===== src/rtl/vga_text_pkg.sv =====
`default_nettype none
// ============================================================
// vga_text_pkg : shared constants and FSM state type for the
//                80x30 text console writer.  Rev 1.0
// ============================================================
package vga_text_pkg;

  localparam int DEF_COLS = 80;
  localparam int DEF_ROWS = 30;
  localparam int DEF_WPR  = DEF_COLS / 4;

  localparam logic [7:0] CC_BS = 8'h08;
  localparam logic [7:0] CC_LF = 8'h0A;
  localparam logic [7:0] CC_FF = 8'h0C;
  localparam logic [7:0] CC_CR = 8'h0D;

  typedef enum logic [2:0] {
    IDLE   = 3'd0,
    PUT    = 3'd1,
    SCR_RD = 3'd2,
    SCR_WR = 3'd3,
    FILL   = 3'd4
  } state_t;

  function automatic logic is_ctrl(input logic [7:0] b);
    return (b == CC_BS) || (b == CC_LF) || (b == CC_FF) || (b == CC_CR);
  endfunction

endpackage
`default_nettype wire


===== src/rtl/vram_word_sequencer.sv =====
`default_nettype none
// ============================================================
// vram_word_sequencer : word index counter for bulk VRAM ops
//                       (row-copy phase, then fill phase). Rev 1.0
// ============================================================
module vram_word_sequencer
  import vga_text_pkg::*;
#(
  parameter int WPR    = DEF_WPR,
  parameter int NWORDS = DEF_WPR * DEF_ROWS
) (
  input  logic       clk,
  input  logic       rst_n,
  input  logic       start,
  input  logic       start_copy,
  input  logic       adv,
  output logic [9:0] idx,
  output logic       copy_last,
  output logic       done
);

  localparam logic [9:0] COPY_END = 10'(NWORDS - WPR - 1);
  localparam logic [9:0] FILL_END = 10'(NWORDS - 1);

  logic copy;
  logic fill_last;

  assign copy_last = copy && (idx == COPY_END);
  assign fill_last = !copy && (idx == FILL_END);
  assign done      = adv && fill_last;

  // The copy phase hands over to the fill phase at the same index stream,
  // so a scroll fills exactly the last row without reloading the counter.
  always_ff @(posedge clk or negedge rst_n) begin
    if (!rst_n) begin
      idx  <= '0;
      copy <= 1'b0;
    end else if (start) begin
      idx  <= '0;
      copy <= start_copy;
    end else if (adv && !fill_last) begin
      idx <= idx + 10'd1;
      if (copy_last) copy <= 1'b0;
    end
  end

endmodule
`default_nettype wire


===== src/rtl/vga_text_console.sv =====
`default_nettype none
// ============================================================
// vga_text_console : byte-stream text writer with cursor,
//                    control codes, clear and scroll.  Rev 1.0
// ============================================================
module vga_text_console
  import vga_text_pkg::*;
#(
  parameter int         COLS      = DEF_COLS,
  parameter int         ROWS      = DEF_ROWS,
  parameter logic [7:0] FILL_CHAR = 8'h20
) (
  input  logic        clk,
  input  logic        rst_n,
  input  logic        ch_valid,
  input  logic [7:0]  ch_data,
  output logic        ch_ready,
  output logic [9:0]  vram_addr,
  output logic        vram_we,
  output logic [3:0]  vram_be,
  output logic [31:0] vram_wdata,
  input  logic [31:0] vram_rdata,
  output logic [6:0]  cursor_x,
  output logic [4:0]  cursor_y,
  output logic        busy
);

  localparam int         WPR    = COLS / 4;
  localparam int         NWORDS = WPR * ROWS;
  localparam logic [6:0] X_LAST = 7'(COLS - 1);
  localparam logic [4:0] Y_LAST = 5'(ROWS - 1);
  localparam logic [9:0] WPR_W  = 10'(WPR);

  state_t      state;
  logic [7:0]  char_q;
  logic [9:0]  put_addr;
  logic [9:0]  seq_idx;
  logic        seq_adv;
  logic        seq_copy_last;
  logic        seq_done;

  assign put_addr = 10'(cursor_y) * WPR_W + {5'd0, cursor_x[6:2]};
  assign seq_adv  = (state == SCR_WR) || (state == FILL);
  assign busy     = (state == SCR_RD) || (state == SCR_WR) || (state == FILL);
  assign ch_ready = rst_n && (state == IDLE);

  // Reloaded on every PUT cycle; only matters when PUT exits to a bulk op.
  vram_word_sequencer #(
    .WPR    (WPR),
    .NWORDS (NWORDS)
  ) u_seq (
    .clk        (clk),
    .rst_n      (rst_n),
    .start      (state == PUT),
    .start_copy (char_q != CC_FF),
    .adv        (seq_adv),
    .idx        (seq_idx),
    .copy_last  (seq_copy_last),
    .done       (seq_done)
  );

  always_ff @(posedge clk or negedge rst_n) begin
    if (!rst_n) begin
      state    <= IDLE;
      char_q   <= '0;
      cursor_x <= '0;
      cursor_y <= '0;
    end else begin
      case (state)
        IDLE: begin
          if (ch_valid) begin
            char_q <= ch_data;
            state  <= PUT;
          end
        end
        PUT: begin
          state <= IDLE;
          if (char_q == CC_CR) begin
            cursor_x <= '0;
          end else if (char_q == CC_BS) begin
            if (cursor_x != 7'd0) cursor_x <= cursor_x - 7'd1;
          end else if (char_q == CC_FF) begin
            cursor_x <= '0;
            cursor_y <= '0;
            state    <= FILL;
          end else if ((char_q == CC_LF) || (cursor_x == X_LAST)) begin
            cursor_x <= '0;
            if (cursor_y != Y_LAST) cursor_y <= cursor_y + 5'd1;
            else                    state    <= SCR_RD;
          end else begin
            cursor_x <= cursor_x + 7'd1;
          end
        end
        SCR_RD:  state <= SCR_WR;
        SCR_WR:  state <= seq_copy_last ? FILL : SCR_RD;
        FILL:    if (seq_done) state <= IDLE;
        default: state <= IDLE;
      endcase
    end
  end

  // VRAM port is a decode of registered state so the copy path can forward
  // read data straight into the write one cycle after the read address.
  always_comb begin
    vram_addr  = '0;
    vram_we    = 1'b0;
    vram_be    = '0;
    vram_wdata = '0;
    case (state)
      PUT: begin
        if (!is_ctrl(char_q)) begin
          vram_addr  = put_addr;
          vram_we    = 1'b1;
          vram_be    = 4'b0001 << cursor_x[1:0];
          vram_wdata = {4{char_q}};
        end
      end
      SCR_RD: begin
        vram_addr = seq_idx + WPR_W;
      end
      SCR_WR: begin
        vram_addr  = seq_idx;
        vram_we    = 1'b1;
        vram_be    = 4'hF;
        vram_wdata = vram_rdata;
      end
      FILL: begin
        vram_addr  = seq_idx;
        vram_we    = 1'b1;
        vram_be    = 4'hF;
        vram_wdata = {4{FILL_CHAR}};
      end
      default: ;
    endcase
  end

endmodule
`default_nettype wire


===== config.mk =====
export PLATFORM = sky130hd
export DESIGN_NAME = vga_text_console
export DESIGN_NICKNAME = d
export VERILOG_FILES = /design/src/rtl/vga_text_pkg.sv /design/src/rtl/vram_word_sequencer.sv /design/src/rtl/vga_text_console.sv
export SDC_FILE = /design/constraint.sdc
export NUM_CORES = 1
export LEC_CHECK = 0
export BUFFER_PORTS_ARGS = -buffer_cell sky130_fd_sc_hd__buf_4
export CORE_MARGIN = 5
export CORE_UTILIZATION = 45
export CTS_CLUSTER_SIZE = 8
export DETAILED_ROUTE_END_ITERATION = 7
export PLACE_DENSITY = 0.73
export SLEW_MARGIN = 20
export SYNTH_ARGS = -nofsm -noshare
export SYNTH_HDL_FRONTEND = slang
export SYNTH_HIERARCHICAL = 1
export SYNTH_SLANG_ARGS = --single-unit

===== constraint.sdc =====
create_clock -name clk -period 7.5 [get_ports clk]
set_clock_uncertainty 0.2 [all_clocks]
set_input_delay 2.25 -clock clk [delete_from_list [all_inputs] [get_ports clk]]
set_output_delay 2.25 -clock clk [all_outputs]
set_load 0.02 [all_outputs]

==> metrics, run 1 <==
Mapped Nets 445; synthesis warning total 6; die height between 90 and 100 um; post-synthesis area per instance 7.900 um^2; Antenna Nets Post-Route 0; Final setup violation count 0; Post-synth EDFFs 0; count of filler cells inserted in the layout 585; instance count after placement with tap cells included ~550; placeable core region 0.006422 mm^2; setup repair after global routing missed its margin false; total of flip-flops plus latches after synthesis 34; combinational family with the most area after synthesis simple AND/OR/NAND/NOR gates; Sw Pwr 0.0002724 W; Total GRT Usage 0.2076; initial standard-cell utilization of the core 0.4699; multi-input combinational cell area 0.002032 mm^2; GP Congestion between 0.9 and 1; internal cell power 0.0004118 W; CTS tree yes; Layout Cells excl Fill 553; Hold Violations, Final 0; data required time at the worst endpoint 5.05 ns; proportion of power drawn by combinational gates 0.427; TritonCTS buffer count 5; net switching fraction of the power 0.3981; fin crit period about 5.7 ns; result of the run complete, no violations; post-cts repair resize count 0; Crit Reg-Reg Endpoint u_seq/idx[9]; tightest slew margin relative to the limit 0.3558; Clock Pin Slew Worst Setup and Hold Paths around 0.07 ns; Max Buffers Root-to-Sink 2; count of TritonRoute iterations in the first routing pass 5; area grow syn2layout 29.19%; later-pin clock latency in the skew report 0.28 ns; max frequency 0.1757 GHz; class of the most critical hold timing path flop to flop; crit path launch type flop; detailed placement HPWL 6.936 mm; routed wire length per instance 16.11 um; share of the synthesized netlist area taken by xor and xnor gates 0.03773; count of pins over their slew limit 0; flip-flop and latch area 850.8 um^2; endpoint of the worst setup timing path vram_addr[6]; Reg-to-Reg Start state[1]; CTS Root Cell clkbuf_8; vias in the first global route 3112; cts hold-fix bufs 0; worst setup slack before clock tree synthesis 2.047 ns; count of port buffers added during placement just over 100; share of synthesized area occupied by flip-flops and latches 0.2819; Final Routed Wirelength 8.907 mm; fraction of synthesized area in multiplexers 0.04312; P per Cell Area 175.5 mW/mm^2; minimum setup slack among reg-to-reg paths just under 4 ns; startpoint of the most critical setup path state[1]; Worst VDD drop between 0.1 and 0.15 mV; Gate Count Post-Synth 382; share of final-layout standard cells stronger than drive strength 1 0.2752; width of the die 91.89 um; number of violations reported at the end of detailed-routing iteration 0 110; buffers inserted by post-CTS timing repair 0; pin count of the biggest net entering global routing 36; fraction of the cycle the final worst path needs 0.7587; overall via count from detail_route 3187; setup_tns 0 ns; Adder-Cell Fraction of Synth Area 0.08789; share of synthesized registers carrying an async set or reset 1.000; area of the die 0.008444 mm^2; part of the total power dissipated in the clock network 0.196; endpoint class of the critical path output port; Synth Area in Simple Gates 0.3089; total congestion overflow 0; critical path start-end classification flop to output port; peak fanout along the critical path 29; number of clock sinks 34; Flop pwr share 0.378; Leak between 2 and 2.5 nW; number of different library cells in the post-synthesis netlist 68; min setup slack post-route 1.810 ns; ant diodes 0; slew at the pin with the worst max-slew slack 0.9663 ns; netlist area before placement approximately 0.0030 mm^2; standard-cell rows 29; arrival time at the worst endpoint 3.24 ns; DR vias/cell between 5 and 6; total number of nets in the final design between 500 and 600; R2R cell count 6; htree depth 2; ports placed on the boundary around 100; DRC violations left 0; Synth Area in Compound Gates 0.1957; global-route wire length before repair 14.61 mm; max_cap viols 0; antenna violations before repair 0; dominant synthesized flop cell dfrtp_1
==> cell families after synthesis <==
kind of cell	Yosys count
and+or+nand+nor	185
AOI/OAI and AO/OA	87
DFF	34
buffers and inverters	31
adders and majority gates	20
xor gates and xnor gates	13
muxes	12
==> sequential cells by signal, indices dropped and copies added, names as in the netlist <==
| signal | count |
|---|---|
| char_q | 8 |
| cursor_x | 7 |
| cursor_y | 5 |
| state | 3 |
| u_seq/copy | 1 |
| u_seq/idx | 10 |
==> layout make-up <==
cell class,count,area share
Tap cell,77,0.02471
Inverter,15,0.01444
Multi-Input combinational cell,317,0.5212
Clock buffer,6,0.02118
Sequential cell,34,0.2182
Timing Repair Buffer,104,0.2003
==> worst min path at each step <==
stage	cells after the start	slack [ns]	start	to
2_1_floorplan	2	0.31	u_seq/copy	u_seq/copy
3_3_place_gp	2	0.33	u_seq/copy	u_seq/copy
3_5_place_dp	2	0.34	u_seq/copy	u_seq/copy
4_1_cts	2	0.35	u_seq/copy	u_seq/copy
5_1_grt	2	0.37	u_seq/copy	u_seq/copy
6_report	2	0.35	u_seq/copy	u_seq/copy
==> per-layer routing <==
layer | track usage | routed length, um | vias to the layer above
met5 | 0 | 0 | -
li1 | - | - | 1544
met1 | 0.2544 | 3770 | 1504
met2 | 0.3625 | 4351 | 128
met4 | 0.04703 | 74 | 0
met3 | 0.05810 | 711 | 11
==> layout by cell type (no fill, tap or decap), types with 4 or more instances in the layout <==
| master | synthesis | layout |
|---|---|---|
| a21o_1 | 6 | 6 |
| a21oi_1 | 20 | 20 |
| and2_1 | 4 | 4 |
| and3_1 | 5 | 5 |
| buf_4 | 0 | 104 |
| clkbuf_8 | 0 | 6 |
| dfrtp_1 | 34 | 34 |
| ha_1 | 18 | 18 |
| inv_1 | 15 | 15 |
| mux2_2 | 8 | 8 |
| mux2i_1 | 4 | 4 |
| nand2_1 | 91 | 91 |
| nand3_1 | 11 | 11 |
| nor2_1 | 22 | 22 |
| nor2b_1 | 5 | 5 |
| nor3_1 | 7 | 7 |
| nor3b_1 | 5 | 5 |
| o211ai_1 | 4 | 4 |
| o21ai_0 | 21 | 21 |
| o31ai_1 | 5 | 5 |
| or3_1 | 4 | 4 |
| or4_1 | 4 | 4 |
| xnor2_1 | 6 | 6 |
| xor2_1 | 7 | 7 |
==> power groups by stage <==
| stage | sequential, W | combinational, W | clock, W |
|---|---|---|---|
| finish | 0.000259 | 0.000292 | 0.000134 |
| global route | 0.000264 | 0.000317 | 0.000143 |
| CTS | 0.000258 | 0.000295 | 0.000138 |
| detailed placement | 0.000261 | 0.000293 | 0 |
| global placement | 0.000260 | 0.000289 | 0 |
| floorplan | 0.000257 | 0.000168 | 0 |
==> stage by stage <==
| step | instance area [um^2] | power [W] | util | hold WS [ns] |
|---|---|---|---|---|
| 2_1_floorplan | 3018 | 0.0004256 | - | 0.3095 |
| 3_3_place_gp | 3816 | 0.0005485 | 0.5942 | 0.3305 |
| 3_5_place_dp | 3816 | 0.0005536 | 0.5942 | 0.3350 |
| 4_1_cts | 3899 | 0.0006896 | 0.6071 | 0.3452 |
| 5_1_grt | 3899 | 0.0007239 | 0.6071 | 0.3687 |
| 6_report | 3899 | 0.0006842 | 0.6071 | 0.3501 |
==> cells in the mapped netlist (3+ instances only) <==
cell | instances | area [um^2]
inv_1 | 15 | 56.30
a31oi_1 | 3 | 18.77
and3_1 | 5 | 31.28
nor2b_1 | 5 | 31.28
a21o_1 | 6 | 45.04
xor2_1 | 7 | 61.31
nor3_1 | 7 | 35.03
clkbuf_1 | 10 | 37.54
xnor2_1 | 6 | 52.55
nand4_1 | 3 | 18.77
or3_1 | 4 | 25.02
o31ai_1 | 5 | 37.54
ha_1 | 18 | 225.2
dfrtp_1 | 34 | 850.8
nand3_1 | 11 | 55.05
nand2b_1 | 3 | 18.77
a21boi_0 | 3 | 22.52
or4_1 | 4 | 30.03
nor3b_1 | 5 | 37.54
o211ai_1 | 4 | 30.03
mux2i_1 | 4 | 40.04
nand2_1 | 91 | 341.6
mux2_2 | 8 | 90.09
o2bb2ai_1 | 3 | 26.28
nor4_1 | 3 | 18.77
nor2_1 | 22 | 82.58
a21oi_1 | 20 | 100.1
o21ai_0 | 21 | 105.1
and2_1 | 4 | 25.02
==> critical path, stage by stage, from the launching register on <==
cell	delay (ns)
dfrtp_1	0.54
and3b_1	0.56
a21oi_1	0.89
inv_1	0.39
o21ai_0	0.25
o221ai_1	0.13
buf_4	0.18
(Power assumes the default switching activity.)
==> run 2: changes to the inputs <==
Clock period 7.5 ns to 5.5 ns, I/O delays scaled along.
==> run 2 against run 1 <==
Net effect:
- largest power group unchanged
- count of clock-buffer cells in the layout is 1 higher
- sequential cell count stayed put
- clock power is 46% higher
- final cell count is 0.90% higher
- register-to-register slack worse by 1.4 ns
- critical endpoint is now vram_addr[7]
- critical path depth is 2 higher
- die area stayed put
- sequential power is 36% higher
- worst hold slack worse by 0.0051 ns
- core utilization is 0.49 points higher
- non-clock buffer count is 3 higher
- wire length hardly changed
==> metrics, run 2 (synthesis gave the netlist of run 1 again) <==
crit path launch type flop (unchanged); Worst path max stage delay 0.46 ns (was 0.89 ns); Crit Reg-Reg Endpoint u_seq/idx[9] (unchanged); fraction of the cycle the final worst path needs 0.8260; Hold EP u_seq/copy (unchanged); internal cell power 0.0005663 W (was 0.0004118 W); part of the total power dissipated in the clock network 0.207 (was 0.196); result of the run complete, no violations (unchanged); peak fanout along the critical path 7 (was 29); max frequency between 0.2 and 0.25 GHz; DRC violations left 0 (unchanged); placeable core region 0.006422 mm^2 (unchanged); htree depth 2 (unchanged); arrival time at the worst endpoint 2.69 ns (was 3.24 ns); number of violations reported at the end of detailed-routing iteration 0 171 (was 110); Max Buffers Root-to-Sink 2 (unchanged); proportion of power drawn by combinational gates 0.420 (was 0.427); total number of nets in the final design 543 (was 540); tightest slew margin relative to the limit 0.4770 (was 0.3558); crit path cell chain ha_1 -> ha_1 -> inv_1 -> fa_1 -> nor3b_1 -> xnor2_1 -> o221ai_1 -> buf_4 (was and3b_1 -> a21oi_1 -> inv_1 -> o21ai_0 -> o221ai_1 -> buf_4); later-pin clock latency in the skew report 0.29 ns (was 0.28 ns); net switching fraction of the power 0.4021 (was 0.3981); startpoint of the lowest-slack hold path u_seq/copy (unchanged); instance count after placement with tap cells included 550 (was 547); Antenna Nets Post-Route 0 (unchanged); highest routed metal layer met4 (unchanged); met2 routed WL 4.144 mm (was 4.351 mm); buffers inserted by post-CTS timing repair 0 (unchanged); detailed placement HPWL 7.018 mm (was 6.936 mm); Reg with most FFs u_seq/idx (unchanged); Slowest-stage cell, CP dfrtp_1 (was a21oi_1); fin crit period around 4.5 ns; critical path start-end classification flop to output port (unchanged); count of filler cells inserted in the layout 582 (was 585); share of final-layout standard cells stronger than drive strength 1 0.2807 (was 0.2752); pin count of the biggest net entering global routing 35 (was 36); Leak 2.020 nW (was 2.001 nW); area grow syn2layout 30.22% (was 29.19%); most common cell after layout, fill and taps aside buf_4 (unchanged); share of the core filled with cells in the final layout 0.6119 (was 0.6071); antenna violations before repair 0 (unchanged); global-route wire length before repair 14.61 mm (about the same); Hold Violations, Final 0 (unchanged); Clock Pin Slew Worst Setup and Hold Paths 0.08 ns (was 0.07 ns); endpoint class of the critical path output port (unchanged); count of TritonRoute iterations in the first routing pass 4 (was 5); dominant delay contributor by cell family on the critical path adder cells (was compound AO/OA/AOI/OAI gates); post-cts repair resize count 0 (unchanged); Layout Cells excl Fill 558 (was 553); Post-Route M1 WL 3.837 mm (was 3.770 mm); data required time at the worst endpoint 3.65 ns (was 5.05 ns); setup repair after global routing missed its margin false (unchanged); Final setup violation count 0 (unchanged); total congestion overflow 0 (unchanged); die height 91.89 um (unchanged); setup_tns 0 ns (unchanged); TritonCTS buffer count 5 (unchanged); power after layout 0.0009472 W (was 0.0006842 W); DR vias/cell 5.668 (was 5.763); count of port buffers added during placement 103 (unchanged); most used cells in the layout excluding fill and tap cells buf_4, nand2_1, dfrtp_1 (unchanged); number of clock sinks 34 (unchanged); initial standard-cell utilization of the core 0.4699 (unchanged); Flop pwr share 0.372 (was 0.378); width of the die 91.89 um (unchanged); Reg-to-Reg Start state[1] (unchanged); area of the die 0.008444 mm^2 (unchanged); minimum setup slack among reg-to-reg paths 2.52 ns (was 3.92 ns); Sw Pwr 0.0003809 W (was 0.0002724 W); ant diodes 0 (unchanged); flip-flop count of the largest register, all copies and words added 10 (unchanged); biggest regs u_seq/idx x10, char_q x8, cursor_x x7 (unchanged); max_cap viols 0 (unchanged); class of the most critical hold timing path flop to flop (unchanged); Worst VDD drop 0.1460 mV (was 0.1198 mV); WL met3 793 um (was 711 um); GP Congestion 0.9049 (was 0.9129); count of pins over their slew limit 0 (unchanged); CTS tree yes (unchanged); routed wire length per instance 15.95 um (was 16.11 um); crit-path most repeated cell ha_1; Final Routed Wirelength 8.901 mm (was 8.907 mm); standard-cell rows 29 (unchanged); slew at the pin with the worst max-slew slack 0.7773 ns (was 0.9663 ns); hold path cells 2 (unchanged); overall via count from detail_route 3163 (was 3187); Total GRT Usage 0.2099 (was 0.2076); ports placed on the boundary 104 (unchanged); cts hold-fix bufs 0 (unchanged); vias in the first global route 3057 (was 3112); CTS Root Cell clkbuf_8 (unchanged); R2R cell count 8 (was 6); Worst Path Buf+Inv 2 (unchanged); P per Cell Area 241.0 mW/mm^2 (was 175.5 mW/mm^2)
run 2: cell types whose count changed in the layout (fill, tap and decap cells not counted):
cell      previous run  this run
clkbuf_1             0         1
buf_4              104       107
clkinv_2             0         1
run 2: layout make-up:
| type | instances | area (um^2) | area share |
|---|---|---|---|
| multi-input combinational | 317 | 2032 | 0.5170 |
| sequential | 34 | 850.8 | 0.2165 |
| clock buffer | 7 | 86.33 | 0.02197 |
| clock inverter | 1 | 5.005 | 0.001273 |
| timing repair buffer | 107 | 803.3 | 0.2044 |
| inverter | 15 | 56.30 | 0.01433 |
| tap | 77 | 96.34 | 0.02451 |
run 2: metal layers:
metal | vias up | global-route usage
li1 | 1554 | -
met1 | 1468 | 0.2660
met2 | 130 | 0.3516
met3 | 11 | 0.05810
met4 | 0 | 0.05817
met5 | - | 0
run 2: through the flow:
stage / cell area (um^2) / worst slack (ns) / hold slack [ns]
floorplan: 3018 / 1.199 / 0.3095
detailed placement: 3839 / 1.301 / 0.3348
global placement: 3839 / 1.376 / 0.3333
global route: 3930 / 0.8223 / 0.3732
CTS: 3930 / 0.9593 / 0.3466
finish: 3930 / 0.9570 / 0.3450
run 2: worst max path at each step:
stage	start	depth (start not counted)	end	slack (ns)
2_1_floorplan	cursor_y[1]	7	vram_addr[9]	1.20
3_3_place_gp	vram_rdata[5]	4	vram_wdata[5]	1.38
3_5_place_dp	cursor_y[1]	8	vram_addr[9]	1.30
4_1_cts	cursor_y[1]	8	vram_addr[7]	0.96
5_1_grt	cursor_y[1]	8	vram_addr[7]	0.82
6_report	cursor_y[1]	8	vram_addr[7]	0.96
run 2: worst reg2reg max path, cell delays in order (launching register included):
cell and delay, ns:
dfrtp_1 0.67, and3b_1 0.24, buf_4 0.28, a21oi_1 0.08, buf_4 0.19, inv_1 0.25
nand4_1 0.28, or4_1 0.57, a21oi_1 0.15
run 2: power groups by stage:
stage / clock network [W] / registers [W] / logic, W
3_3_place_gp: 0 / 0.000354 / 0.000397
3_5_place_dp: 0 / 0.000356 / 0.000400
6_report: 0.000196 / 0.000353 / 0.000398
5_1_grt: 0.000210 / 0.000358 / 0.000437
4_1_cts: 0.000200 / 0.000352 / 0.000402
2_1_floorplan: 0 / 0.000351 / 0.000229
==> run 3: changes to the inputs <==
Settings changed: PLACE_DENSITY 0.73 to 0.76.
Clock period 5.5 ns to 3.8 ns, I/O delays scaled along.
==> run 3 against run 2 <==
Net effect:
- count of clock-buffer cells in the layout down 2
- sequential cell count unchanged
- clock power up 71%
- non-clock buffer count up 10
- cell area up 3.1%
- global-route usage up 0.56 points
- wire length up 1.3%
- critical path type unchanged
==> metrics, run 3 (synthesis gave the netlist of run 1 again) <==
result of the run complete, no violations (unchanged); max_cap viols 0 (unchanged); fin crit period 3.716 ns; R2R cell count 6 (was 8); Hold Violations, Final 0 (unchanged); Clock Pin Slew Worst Setup and Hold Paths 0.08 ns (about the same); crit path cell chain ha_1 -> ha_2 -> inv_2 -> fa_2 -> nor3b_2 -> xnor2_1 -> o221ai_1 -> buf_4 (was ha_1 -> ha_1 -> inv_1 -> fa_1 -> nor3b_1 -> xnor2_1 -> o221ai_1 -> buf_4); later-pin clock latency in the skew report 0.29 ns (about the same); met3 demand-to-capacity share in global routing 0.05892 (was 0.05810); number of cells on the critical path 8 (unchanged); M2 GR Usage 0.3619 (was 0.3516); count of TritonRoute iterations in the first routing pass 4 (unchanged); slew at the pin with the worst max-slew slack 0.8315 ns (was 0.7773 ns); instance count after placement with tap cells included 557 (was 550); share of the core filled with cells in the final layout 0.6306 (was 0.6119); die height 91.89 um (unchanged); Worst Path Buf+Inv 2 (unchanged); area of the die 0.008444 mm^2 (unchanged); Layout Cells excl Fill 568 (was 558); DRC violations left 0 (unchanged); ports placed on the boundary 104 (unchanged); routed wire length per instance 15.88 um (was 15.95 um); minimum setup slack among reg-to-reg paths 1.22 ns (was 2.52 ns); endpoint class of the critical path output port (unchanged); instance area at placement 0.003891 mm^2 (was 0.003839 mm^2); class of the most critical hold timing path flop to flop (unchanged); count of pins over their slew limit 0 (unchanged); pin count of the biggest net entering global routing 35 (unchanged); total number of nets in the final design 553 (was 543); peak fanout along the critical path 3 (was 7); Reg with most FFs u_seq/idx (unchanged); CTS tree yes (unchanged); area grow syn2layout 34.20% (was 30.22%); placeable core region 0.006422 mm^2 (unchanged); crit path launch type flop (unchanged); total congestion overflow 0 (unchanged); hold path cells 2 (unchanged); most common cell after layout, fill and taps aside buf_4 (unchanged); vias in the first global route 3138 (was 3057); number of clock sinks 34 (unchanged); detailed placement HPWL 7.054 mm (was 7.018 mm); standard-cell rows 29 (unchanged); htree depth 2 (unchanged); fraction of the cycle the final worst path needs 0.9780; Final setup violation count 0 (unchanged); biggest regs u_seq/idx x10, char_q x8, cursor_x x7 (unchanged); Worst VDD drop 0.2194 mV (was 0.1460 mV); initial standard-cell utilization of the core 0.4699 (unchanged); ant diodes 0 (unchanged); Antenna Nets Post-Route 0 (unchanged); width of the die 91.89 um (unchanged); DR vias/cell 5.620 (was 5.668); setup_tns 0 ns (unchanged); data required time at the worst endpoint 2.46 ns (was 3.65 ns); count of port buffers added during placement 103 (unchanged); Max Buffers Root-to-Sink 2 (unchanged); Total GRT Usage 0.2156 (was 0.2099); dominant delay contributor by cell family on the critical path adder cells (unchanged); startpoint of the most critical setup path cursor_y[3] (was cursor_y[1]); Worst path max stage delay 0.47 ns (was 0.46 ns); CTS Root Cell clkbuf_8 (unchanged); Final Routed Wirelength 9.017 mm (was 8.901 mm); antenna violations before repair 0 (unchanged); Crit Reg-Reg Endpoint state[1] (was u_seq/idx[9]); critical path start-end classification flop to output port (unchanged); max frequency 0.2691 GHz; startpoint of the lowest-slack hold path u_seq/copy (unchanged); GP Congestion 0.8709 (was 0.9049); arrival time at the worst endpoint 2.38 ns (was 2.69 ns); Reg-to-Reg Start u_seq/idx[5] (was state[1]); setup repair after global routing missed its margin true (was false); Leak 2.087 nW (was 2.020 nW); final standard cell area without fillers 0.004050 mm^2 (was 0.003930 mm^2); endpoint of the worst setup timing path vram_addr[7] (unchanged); P per Cell Area 354.6 mW/mm^2 (was 241.0 mW/mm^2); global-route wire length before repair 15.03 mm (was 14.61 mm); Slowest-stage cell, CP fa_2 (was dfrtp_1); most used cells in the layout excluding fill and tap cells buf_4, nand2_1, dfrtp_1 (unchanged); TritonCTS buffer count 5 (unchanged); met1 demand-to-capacity share in global routing 0.2711 (was 0.2660); tightest slew margin relative to the limit 0.4405 (was 0.4770); flip-flop count of the largest register, all copies and words added 10 (unchanged); overall via count from detail_route 3192 (was 3163); global routing's busiest layer met2 (unchanged); share of final-layout standard cells stronger than drive strength 1 0.3157 (was 0.2807); number of violations reported at the end of detailed-routing iteration 0 163 (was 171); smallest hold slack 0.3547 ns (was 0.3450 ns)
-- run 3: cell count changes in the layout (fill, tap and decap cells not counted), moves of 2 or more --
cell and change:
dfrtp_1 -2, dfrtp_2 +2, nor3b_2 +2, fa_1 -2
nor3b_1 -2, buf_4 +10, fa_2 +2
-- run 3: timing repair --
| item | CTS | global route |
|---|---|---|
| pin swaps | 2 | 7 |
| hold buffers | 0 | 0 |
| setup buffers | 1 | 2 |
| gates resized for setup | 4 | 6 |
| endpoints found under the setup margin | 3 | 3 |
-- run 3: layout make-up --
type | count | area [um^2]
fill | 551 | 2372
timing repair buffer | 117 | 878.3
inverter | 15 | 56.30
sequential | 34 | 853.3
tap | 77 | 96.34
clock buffer | 5 | 68.82
multi-input combinational | 317 | 2057
clock inverter | 3 | 40.04
-- run 3: how the worst min path moves through the flow --
stage	endpoint	slack, ns
final	u_seq/copy	0.35
after detailed placement	u_seq/copy	0.34
after global routing	u_seq/copy	0.37
after global placement	u_seq/copy	0.33
after CTS	u_seq/copy	0.35
after floorplan	u_seq/copy	0.31
-- run 3: where the power goes --
group | internal (W) | leakage, nW | switching, W | total, W
Combinational | 0.000270 | 1.60 | 0.000321 | 0.000592
Sequential | 0.000409 | 0.433 | 0.0000989 | 0.000508
Clock | 0.000193 | 0.0579 | 0.000143 | 0.000336
Total | 0.000873 | 2.09 | 0.000563 | 0.00144
-- run 3: worst register-to-register path: stages (launching register included) --
cell	delay (ns)
dfrtp_1	0.49
or4b_4	0.64
or3b_4	0.43
nor4_1	0.36
nand2_1	0.10
nand3b_1	0.12
o41ai_1	0.09
-- run 3: through the flow --
step / power, W / setup WS, ns
final: 0.001436 / 0.08351
after detailed placement: 0.001106 / 0.1501
after CTS: 0.001441 / 0.006317
after floorplan: 0.0008400 / 0.008847
after global placement: 0.001097 / 0.2440
after global routing: 0.001527 / -0.07191
-- run 3: layer usage --
layer	vias up	wire length (um)
met5	-	0
met4	0	108
met2	122	4292
met3	11	722
li1	1578	-
met1	1481	3894
